<file path="config.mk">
export PLATFORM = sky130hd
export DESIGN_NAME = apb_arbiter_flat
export DESIGN_NICKNAME = d
export VERILOG_FILES = /design/src/rtl/apb_package.sv /design/src/rtl/apb_interface.sv /design/src/rtl/apb_rr_arbiter.sv /design/src/rtl/apb_arbiter.sv /design/src/flat_wrapper.sv
export SDC_FILE = /design/constraint.sdc
export NUM_CORES = 1
export LEC_CHECK = 0
export CAP_MARGIN = 25
export CORE_MARGIN = 2
export CORE_UTILIZATION = 42
export CTS_CLUSTER_SIZE = 14
export DETAILED_ROUTE_END_ITERATION = 16
export PLACE_DENSITY = 0.95
export SLEW_MARGIN = 20
export SYNTH_ARGS = -nofsm -noshare
export SYNTH_HDL_FRONTEND = slang
export SYNTH_HIERARCHICAL = 1
export SYNTH_SLANG_ARGS = --single-unit
</file>
<file path="constraint.sdc">
create_clock -name PCLK -period 3 [get_ports PCLK]
set_input_delay 0.9 -clock PCLK [delete_from_list [all_inputs] [get_ports PCLK]]
set_output_delay 0.9 -clock PCLK [all_outputs]
set_load 0.01 [all_outputs]
</file>
<file path="src/rtl/apb_package.sv">
// Shared APB widths, the arbiter FSM state type and the captured request record.
// The optional access timeout is enabled by defining APB_ARB_TIMEOUT_EN.
package apb_package;

  localparam int ADDR_W = 32;
  localparam int DATA_W = 32;
  localparam int STRB_W = DATA_W / 8;

  typedef enum logic [1:0] {
    IDLE   = 2'd0,
    SETUP  = 2'd1,
    ACCESS = 2'd2
  } apb_arb_state_e;

  // Write data and strobes are already zeroed for reads when this is built.
  typedef struct packed {
    logic              write;
    logic [ADDR_W-1:0] addr;
    logic [DATA_W-1:0] wdata;
    logic [STRB_W-1:0] strb;
  } apb_req_t;

endpackage

</file>
<file path="src/rtl/apb_interface.sv">
// APB master/slave signal bundle with protocol assertions that watch whichever
// master drives it.
interface apb_interface
  import apb_package::*;
(
  input logic PCLK,
  input logic PRESETn
);

  logic              PSELx;
  logic              PENABLE;
  logic              PWRITE;
  logic [ADDR_W-1:0] PADDR;
  logic [DATA_W-1:0] PWDATA;
  logic [STRB_W-1:0] PSTRB;
  logic [DATA_W-1:0] PRDATA;
  logic              PREADY;
  logic              PSLVERR;

  modport master (
    output PSELx, PENABLE, PWRITE, PADDR, PWDATA, PSTRB,
    input  PRDATA, PREADY, PSLVERR
  );

  modport slave (
    input  PSELx, PENABLE, PWRITE, PADDR, PWDATA, PSTRB,
    output PRDATA, PREADY, PSLVERR
  );

  a_enable_needs_sel: assert property (@(posedge PCLK) disable iff (!PRESETn)
    PENABLE |-> PSELx);

  a_setup_one_cycle: assert property (@(posedge PCLK) disable iff (!PRESETn)
    (PSELx && !PENABLE) |=> (PSELx && PENABLE));

  // A dropped PSELx is allowed mid-wait so an aborted access does not trip this.
  a_access_stable: assert property (@(posedge PCLK) disable iff (!PRESETn)
    (PSELx && PENABLE && !PREADY) |=>
      (!PSELx || (PENABLE && $stable(PADDR) && $stable(PWRITE) &&
                  $stable(PWDATA) && $stable(PSTRB))));

  a_idle_quiet: assert property (@(posedge PCLK) disable iff (!PRESETn)
    !PSELx |-> (!PENABLE && !PWRITE && PADDR == '0 && PWDATA == '0 && PSTRB == '0));

endinterface

</file>
<file path="src/rtl/apb_rr_arbiter.sv">
// Round-robin grant: the requester after the last granted one wins; the pointer
// resets to the top requester so requester 0 has priority out of reset.
module apb_rr_arbiter #(
  parameter int NUM_REQ = 2
) (
  input  logic               PCLK,
  input  logic               PRESETn,
  input  logic [NUM_REQ-1:0] req,
  input  logic               advance,
  output logic [NUM_REQ-1:0] grant_onehot
);

  logic [NUM_REQ-1:0] last_q;
  logic [NUM_REQ-1:0] last_d;
  logic [NUM_REQ-1:0] upper_mask;
  logic [NUM_REQ-1:0] masked_req;

  // Bits strictly above the one-hot pointer; empty when the pointer is the top bit.
  assign upper_mask = ~((last_q << 1) - NUM_REQ'(1));
  assign masked_req = req & upper_mask;

  always_comb begin
    grant_onehot = '0;
    if (|masked_req) begin
      grant_onehot = masked_req & (~masked_req + NUM_REQ'(1));
    end else begin
      grant_onehot = req & (~req + NUM_REQ'(1));
    end
  end

  always_comb begin
    last_d = last_q;
    if (advance && (|grant_onehot)) begin
      last_d = grant_onehot;
    end
  end

  always_ff @(posedge PCLK) begin
    if (!PRESETn) begin
      last_q <= NUM_REQ'(1) << (NUM_REQ - 1);
    end else begin
      last_q <= last_d;
    end
  end

endmodule

</file>
<file path="src/rtl/apb_arbiter.sv">
// Shares one APB slave among NUM_REQ requesters with round-robin grants.
// Define APB_ARB_TIMEOUT_EN to abort ACCESS phases that exceed TIMEOUT_CYC cycles.
module apb_arbiter
  import apb_package::*;
#(
  parameter int NUM_REQ     = 2,
  parameter int TIMEOUT_CYC = 16
) (
  input  logic                       PCLK,
  input  logic                       PRESETn,
  input  logic [NUM_REQ-1:0]         req_valid,
  output logic [NUM_REQ-1:0]         req_ready,
  input  logic [NUM_REQ-1:0]         req_write,
  input  logic [NUM_REQ*ADDR_W-1:0]  req_addr,
  input  logic [NUM_REQ*DATA_W-1:0]  req_wdata,
  input  logic [NUM_REQ*STRB_W-1:0]  req_strb,
  output logic [NUM_REQ-1:0]         rsp_valid,
  output logic [DATA_W-1:0]          rsp_rdata,
  output logic                       rsp_err,
  apb_interface.master               apb
);

  if (NUM_REQ < 2 || NUM_REQ > 8 || TIMEOUT_CYC < 1) begin : g_bad_cfg
    $error("apb_arbiter: NUM_REQ must be 2..8 and TIMEOUT_CYC at least 1");
  end

  apb_arb_state_e     state_q;
  apb_arb_state_e     state_d;
  logic               advance;
  logic               complete;
  logic               tmo_hit;
  logic [NUM_REQ-1:0] grant_onehot;
  logic [NUM_REQ-1:0] grant_q;
  apb_req_t           fld_q;
  logic [NUM_REQ-1:0] rsp_valid_q;
  logic [DATA_W-1:0]  rsp_rdata_q;
  logic               rsp_err_q;

  apb_rr_arbiter #(
    .NUM_REQ (NUM_REQ)
  ) u_rr (
    .PCLK         (PCLK),
    .PRESETn      (PRESETn),
    .req          (req_valid),
    .advance      (advance),
    .grant_onehot (grant_onehot)
  );

  // One-hot AND-OR select of the granted requester's fields.
  apb_req_t fld_chain [NUM_REQ+1];
  assign fld_chain[0] = '0;

  genvar gi;
  for (gi = 0; gi < NUM_REQ; gi++) begin : g_req
    apb_req_t fld;
    assign fld.write = req_write[gi];
    assign fld.addr  = req_addr[gi*ADDR_W +: ADDR_W];
    assign fld.wdata = req_write[gi] ? req_wdata[gi*DATA_W +: DATA_W] : '0;
    assign fld.strb  = req_write[gi] ? req_strb[gi*STRB_W +: STRB_W] : '0;
    assign fld_chain[gi+1] = apb_req_t'(fld_chain[gi] | (grant_onehot[gi] ? fld : '0));
  end

`ifdef APB_ARB_TIMEOUT_EN
  localparam int TMO_W = $clog2(TIMEOUT_CYC + 1);
  localparam logic [TMO_W-1:0] TMO_LAST = TMO_W'(TIMEOUT_CYC - 1);

  logic [TMO_W-1:0] tmo_cnt_q;

  // Counter holds the number of earlier waited ACCESS cycles; the last one aborts.
  assign tmo_hit = (state_q == ACCESS) && !apb.PREADY && (tmo_cnt_q == TMO_LAST);

  always_ff @(posedge PCLK) begin
    if (!PRESETn || state_q != ACCESS) begin
      tmo_cnt_q <= '0;
    end else if (!apb.PREADY) begin
      tmo_cnt_q <= tmo_cnt_q + TMO_W'(1);
    end
  end
`else
  assign tmo_hit = 1'b0;
`endif

  always_comb begin
    state_d  = state_q;
    advance  = 1'b0;
    complete = 1'b0;
    case (state_q)
      IDLE: begin
        if (|req_valid) begin
          advance = 1'b1;
          state_d = SETUP;
        end
      end
      SETUP: begin
        state_d = ACCESS;
      end
      ACCESS: begin
        if (apb.PREADY) begin
          complete = 1'b1;
          state_d  = IDLE;
        end else if (tmo_hit) begin
          state_d = IDLE;
        end
      end
      default: begin
        state_d = IDLE;
      end
    endcase
  end

  always_ff @(posedge PCLK) begin
    if (!PRESETn) begin
      state_q     <= IDLE;
      grant_q     <= '0;
      fld_q       <= '0;
      rsp_valid_q <= '0;
      rsp_rdata_q <= '0;
      rsp_err_q   <= 1'b0;
    end else begin
      state_q     <= state_d;
      rsp_valid_q <= '0;
      if (advance) begin
        grant_q <= grant_onehot;
        fld_q   <= fld_chain[NUM_REQ];
      end
      if (complete) begin
        rsp_valid_q <= grant_q;
        rsp_rdata_q <= fld_q.write ? '0 : apb.PRDATA;
        rsp_err_q   <= apb.PSLVERR;
      end else if (tmo_hit) begin
        rsp_valid_q <= grant_q;
        rsp_rdata_q <= '0;
        rsp_err_q   <= 1'b1;
      end
    end
  end

  // The grant pulse is combinational, so it is masked while reset is asserted.
  assign req_ready   = {NUM_REQ{advance & PRESETn}} & grant_onehot;
  assign rsp_valid   = rsp_valid_q;
  assign rsp_rdata   = rsp_rdata_q;
  assign rsp_err     = rsp_err_q;

  assign apb.PSELx   = (state_q != IDLE);
  assign apb.PENABLE = (state_q == ACCESS);
  assign apb.PWRITE  = (state_q != IDLE) && fld_q.write;
  assign apb.PADDR   = (state_q != IDLE) ? fld_q.addr  : '0;
  assign apb.PWDATA  = (state_q != IDLE) ? fld_q.wdata : '0;
  assign apb.PSTRB   = (state_q != IDLE) ? fld_q.strb  : '0;

endmodule
</file>
<file path="src/flat_wrapper.sv">
// flat-port wrapper written by rule: the top's interface ports become plain ports
module apb_arbiter_flat import apb_package::*;
#(
  parameter int NUM_REQ     = 2,
  parameter int TIMEOUT_CYC = 16
)
  (PCLK, PRESETn, req_valid, req_ready, req_write, req_addr, req_wdata, req_strb, rsp_valid, rsp_rdata, rsp_err, apb_PSELx, apb_PENABLE, apb_PWRITE, apb_PADDR, apb_PWDATA, apb_PSTRB, apb_PRDATA, apb_PREADY, apb_PSLVERR);
  apb_interface apb_i (.PCLK(PCLK), .PRESETn(PRESETn));
  input  logic PCLK;
  input  logic PRESETn;
  input  logic [NUM_REQ-1:0] req_valid;
  output logic [NUM_REQ-1:0] req_ready;
  input  logic [NUM_REQ-1:0] req_write;
  input  logic [NUM_REQ*ADDR_W-1:0] req_addr;
  input  logic [NUM_REQ*DATA_W-1:0] req_wdata;
  input  logic [NUM_REQ*STRB_W-1:0] req_strb;
  output logic [NUM_REQ-1:0] rsp_valid;
  output logic [DATA_W-1:0] rsp_rdata;
  output logic rsp_err;
  output wire logic [$bits(apb_i.PSELx)-1:0] apb_PSELx;
  output wire logic [$bits(apb_i.PENABLE)-1:0] apb_PENABLE;
  output wire logic [$bits(apb_i.PWRITE)-1:0] apb_PWRITE;
  output wire logic [$bits(apb_i.PADDR)-1:0] apb_PADDR;
  output wire logic [$bits(apb_i.PWDATA)-1:0] apb_PWDATA;
  output wire logic [$bits(apb_i.PSTRB)-1:0] apb_PSTRB;
  input wire logic [$bits(apb_i.PRDATA)-1:0] apb_PRDATA;
  input wire logic [$bits(apb_i.PREADY)-1:0] apb_PREADY;
  input wire logic [$bits(apb_i.PSLVERR)-1:0] apb_PSLVERR;
  assign apb_PSELx = apb_i.PSELx;
  assign apb_PENABLE = apb_i.PENABLE;
  assign apb_PWRITE = apb_i.PWRITE;
  assign apb_PADDR = apb_i.PADDR;
  assign apb_PWDATA = apb_i.PWDATA;
  assign apb_PSTRB = apb_i.PSTRB;
  assign apb_i.PRDATA = apb_PRDATA;
  assign apb_i.PREADY = apb_PREADY;
  assign apb_i.PSLVERR = apb_PSLVERR;
  apb_arbiter #(.NUM_REQ(NUM_REQ), .TIMEOUT_CYC(TIMEOUT_CYC)) u_core (.PCLK(PCLK), .PRESETn(PRESETn), .req_valid(req_valid), .req_ready(req_ready), .req_write(req_write), .req_addr(req_addr), .req_wdata(req_wdata), .req_strb(req_strb), .rsp_valid(rsp_valid), .rsp_rdata(rsp_rdata), .rsp_err(rsp_err), .apb(apb_i));
endmodule
</file>
==> impl_metrics.tcl <==
set metrics [dict create \
    layout-drive-gt1-share_pct 5.974 \
    critPathArrivalTime_ns 2.02 \
    syn2layout_area_growth_pct 63.22 \
    drtPass1Iterations 5 \
    timing.fmax_mhz 342.7 \
    syn-num-nets 765 \
    post-route-period-util_pct 97.27 \
    synth_cell_types 34 \
    finalSetupViolCount 0 \
    slew_headroom_pct 32.04 \
    rows 40 \
    crit_path_max_fanout 35 \
    viasPerCell 5.663 \
    die_w_um 114.2 \
    power_frac_clock_pct 32.8 \
    wl_per_cell_um 18.01 \
    hp-class "reg2reg" \
    synthCells 589 \
    cts_root_buffer "clkbuf_16" \
    switching_share_pct 26.87 \
    p_sw_mw 1.065 \
    gr-usage-all-layers_pct 26.19 \
    clk-insertion-delay-late_ns 0.35 \
    routed_wl_um 17740 \
    seq_area_frac_synth_pct 42.82 \
    holdBufCountCts 0 \
    p_int_mw 2.897 \
    path_class "reg2out" \
    overflow 0 \
    skew_ns 0.003694 \
    seqPwrFrac_pct 41.4 \
    cts_buffer_depth 2 \
    synth_area_um2 5096 \
    worst_pin_slew_ns 1.019 \
    post_cts_buffers 0 \
    register_area_um2 2185 \
    cts_tree "yes" \
    comb_power_share_pct 25.8 \
    async_reset_ff_share_pct 0 \
    finalWeightedCongestion 0.8227 \
    maxCapViolations 0 \
    layout_setup_ws_ns 0.08181 \
    yosys_warnings 6 \
    ys.flop_type "dfxtp_1" \
    cp_data_required_time_ns 2.10 \
    endpoint_kind "output port" \
    drc 0 \
    yosys_register_bits 109 \
    die-area_um2 13030 \
    crit_start "u_core/state_q[1]" \
    portBuffers 283 \
    synth_area_leaders "dfxtp_1, and2_1, a21oi_1" \
    multi_input_area_um2 2597 \
    placed_cells 968 \
    antenna_found_initial 1 \
    rsz0062_at_grt "no" \
    die-height_um 114.2 \
    final_cells 985 \
    fill_cells 883 \
    hp-start "u_core/rsp_rdata[22]" \
    synth_top_area_share_pct 42.82 \
    num_io_pins 284 \
    core_area_um2 11910 \
    num_vias 5578 \
    drtIter0Drc 373 \
    grt_pass1_wl_um 27090 \
    synth_area_per_cell_um2 8.652 \
    nNetsFinal 1008 \
    vdd_drop_max_mv 0.2602 \
    crit_path_start_kind "flip-flop" \
    postRouteAntennaNets 0 \
    finalPower_mw 3.962 \
    slew_viol_final 0 \
    synth_edf_count 0 \
    grt_max_degree 92 \
    cts-htree-levels 3 \
    clock-sinks 109 \
    fin_util_pct 69.83 \
    clkTransAtPathRegs_ns 0.07 \
    cellLeakagePower_nw 2.957 \
    place_ws_ns -0.2760 \
    numCtsBuffers 9 \
    hold_ws_ns 0.4526 \
    status "complete, no violations" \
    period_needed_ns 2.918 \
    cts.repair.resized 5 \
    yosysTopAreaCell "dfxtp_1" \
    tns_ns 0 \
    final_cell_area_um2 8318 \
    r2r-start "u_core/u_rr/last_q[0]" \
    place_area_um2 7985 \
    initial_core_util_pct 42.78 \
    grt_pass1_vias 5477 \
    power.density_nw_per_um2 476.4 \
    post-dp-hpwl_um 11830 \
    hold_viol 0 \
]
-- sequential cells by signal, indices dropped and copies added (netlist names) --
| name | flops |
|---|---|
| u_core/rsp_rdata | 32 |
| u_core/state_q | 2 |
| u_core/u_rr/last_q | 1 |
| u_core/rsp_err | 1 |
| u_core/grant_q | 2 |
| u_core/rsp_valid | 2 |
| u_core/fld_q | 69 |
-- synth_stat cells, drive strengths merged, types with 3 or more instances --
| cell | count |
|---|---|
| nand3 | 74 |
| a22o | 16 |
| clkbuf | 37 |
| a21oi | 88 |
| nand3b | 17 |
| nand2 | 19 |
| a22oi | 33 |
| buf | 33 |
| dfxtp | 109 |
| a211oi | 33 |
| inv | 3 |
| a311oi | 36 |
| and2 | 71 |
| nor2 | 6 |
-- path summary, 6_finish.rpt --
| path | slack (ns) | depth (start not counted) | endpoint |
|---|---|---|---|
| max | 0.08 | 5 | apb_PADDR[23] |
| min | 0.45 | 2 | u_core/rsp_rdata[22] |
| max reg2reg | 0.99 | 5 | u_core/fld_q[48] |
| min reg2reg | 0.45 | 2 | u_core/rsp_rdata[22] |
-- per-layer routing --
layer / up-vias / part of all wire (%) / GRT usage, %
met2: 260 / 50 / 46.47
met5: - / 0 / 0
li1: 2669 / - / -
met3: 39 / 9.2 / 8.311
met4: 0 / 3.1 / 12.36
met1: 2610 / 38 / 28.29
-- placed cells by master, fill, tap and decap left out, types with 3 or more instances in the layout --
cell             count
clkdlybuf4s50_1    279
dfxtp_1            107
a21oi_1             88
nand3_1             74
and2_1              71
a311oi_1            36
a22oi_1             33
a211oi_1            33
nand2_1             19
nand3b_1            16
a22o_1              16
buf_4               16
clkbuf_16            9
buf_12               3
-- cell type report --
class / count / share of cell area (%)
Clock inverter: 3 / 0.8123
Tap cell: 147 / 2.211
Timing Repair Buffer: 302 / 36.16
Clock buffer: 13 / 3.129
Antenna cell: 1 / 0.03008
Inverter: 3 / 0.1655
Multi-Input combinational cell: 407 / 31.23
Sequential cell: 109 / 26.26
-- power groups by stage --
stage	combinational [mW]	clock (mW)	sequential, mW
floorplan	0.498	0	1.66
global placement	0.996	0	1.66
detailed placement	1.01	0	1.67
CTS	1.02	1.32	1.64
global route	1.10	1.37	1.65
finish	1.02	1.30	1.64
-- logic make-up (layout without fill, tap and decap cells) --
family	Yosys count	count (layout)	share of synthesized area, %
compound gates	211	211	27.96
buf+inv	73	321	6.801
flops	109	109	42.82
mux	1	1	0.1964
other cells	0	1	0
simple gates	195	195	22.22
-- critical path, cell delays in order, from the launching register on --
cell and delay (ns):
dfxtp_2 0.42, nor2_4 0.07, inv_4 0.22, buf_12 0.22, and2_1 0.14, clkdlybuf4s50_1 0.60
Power figures use the tool's default switching activity.
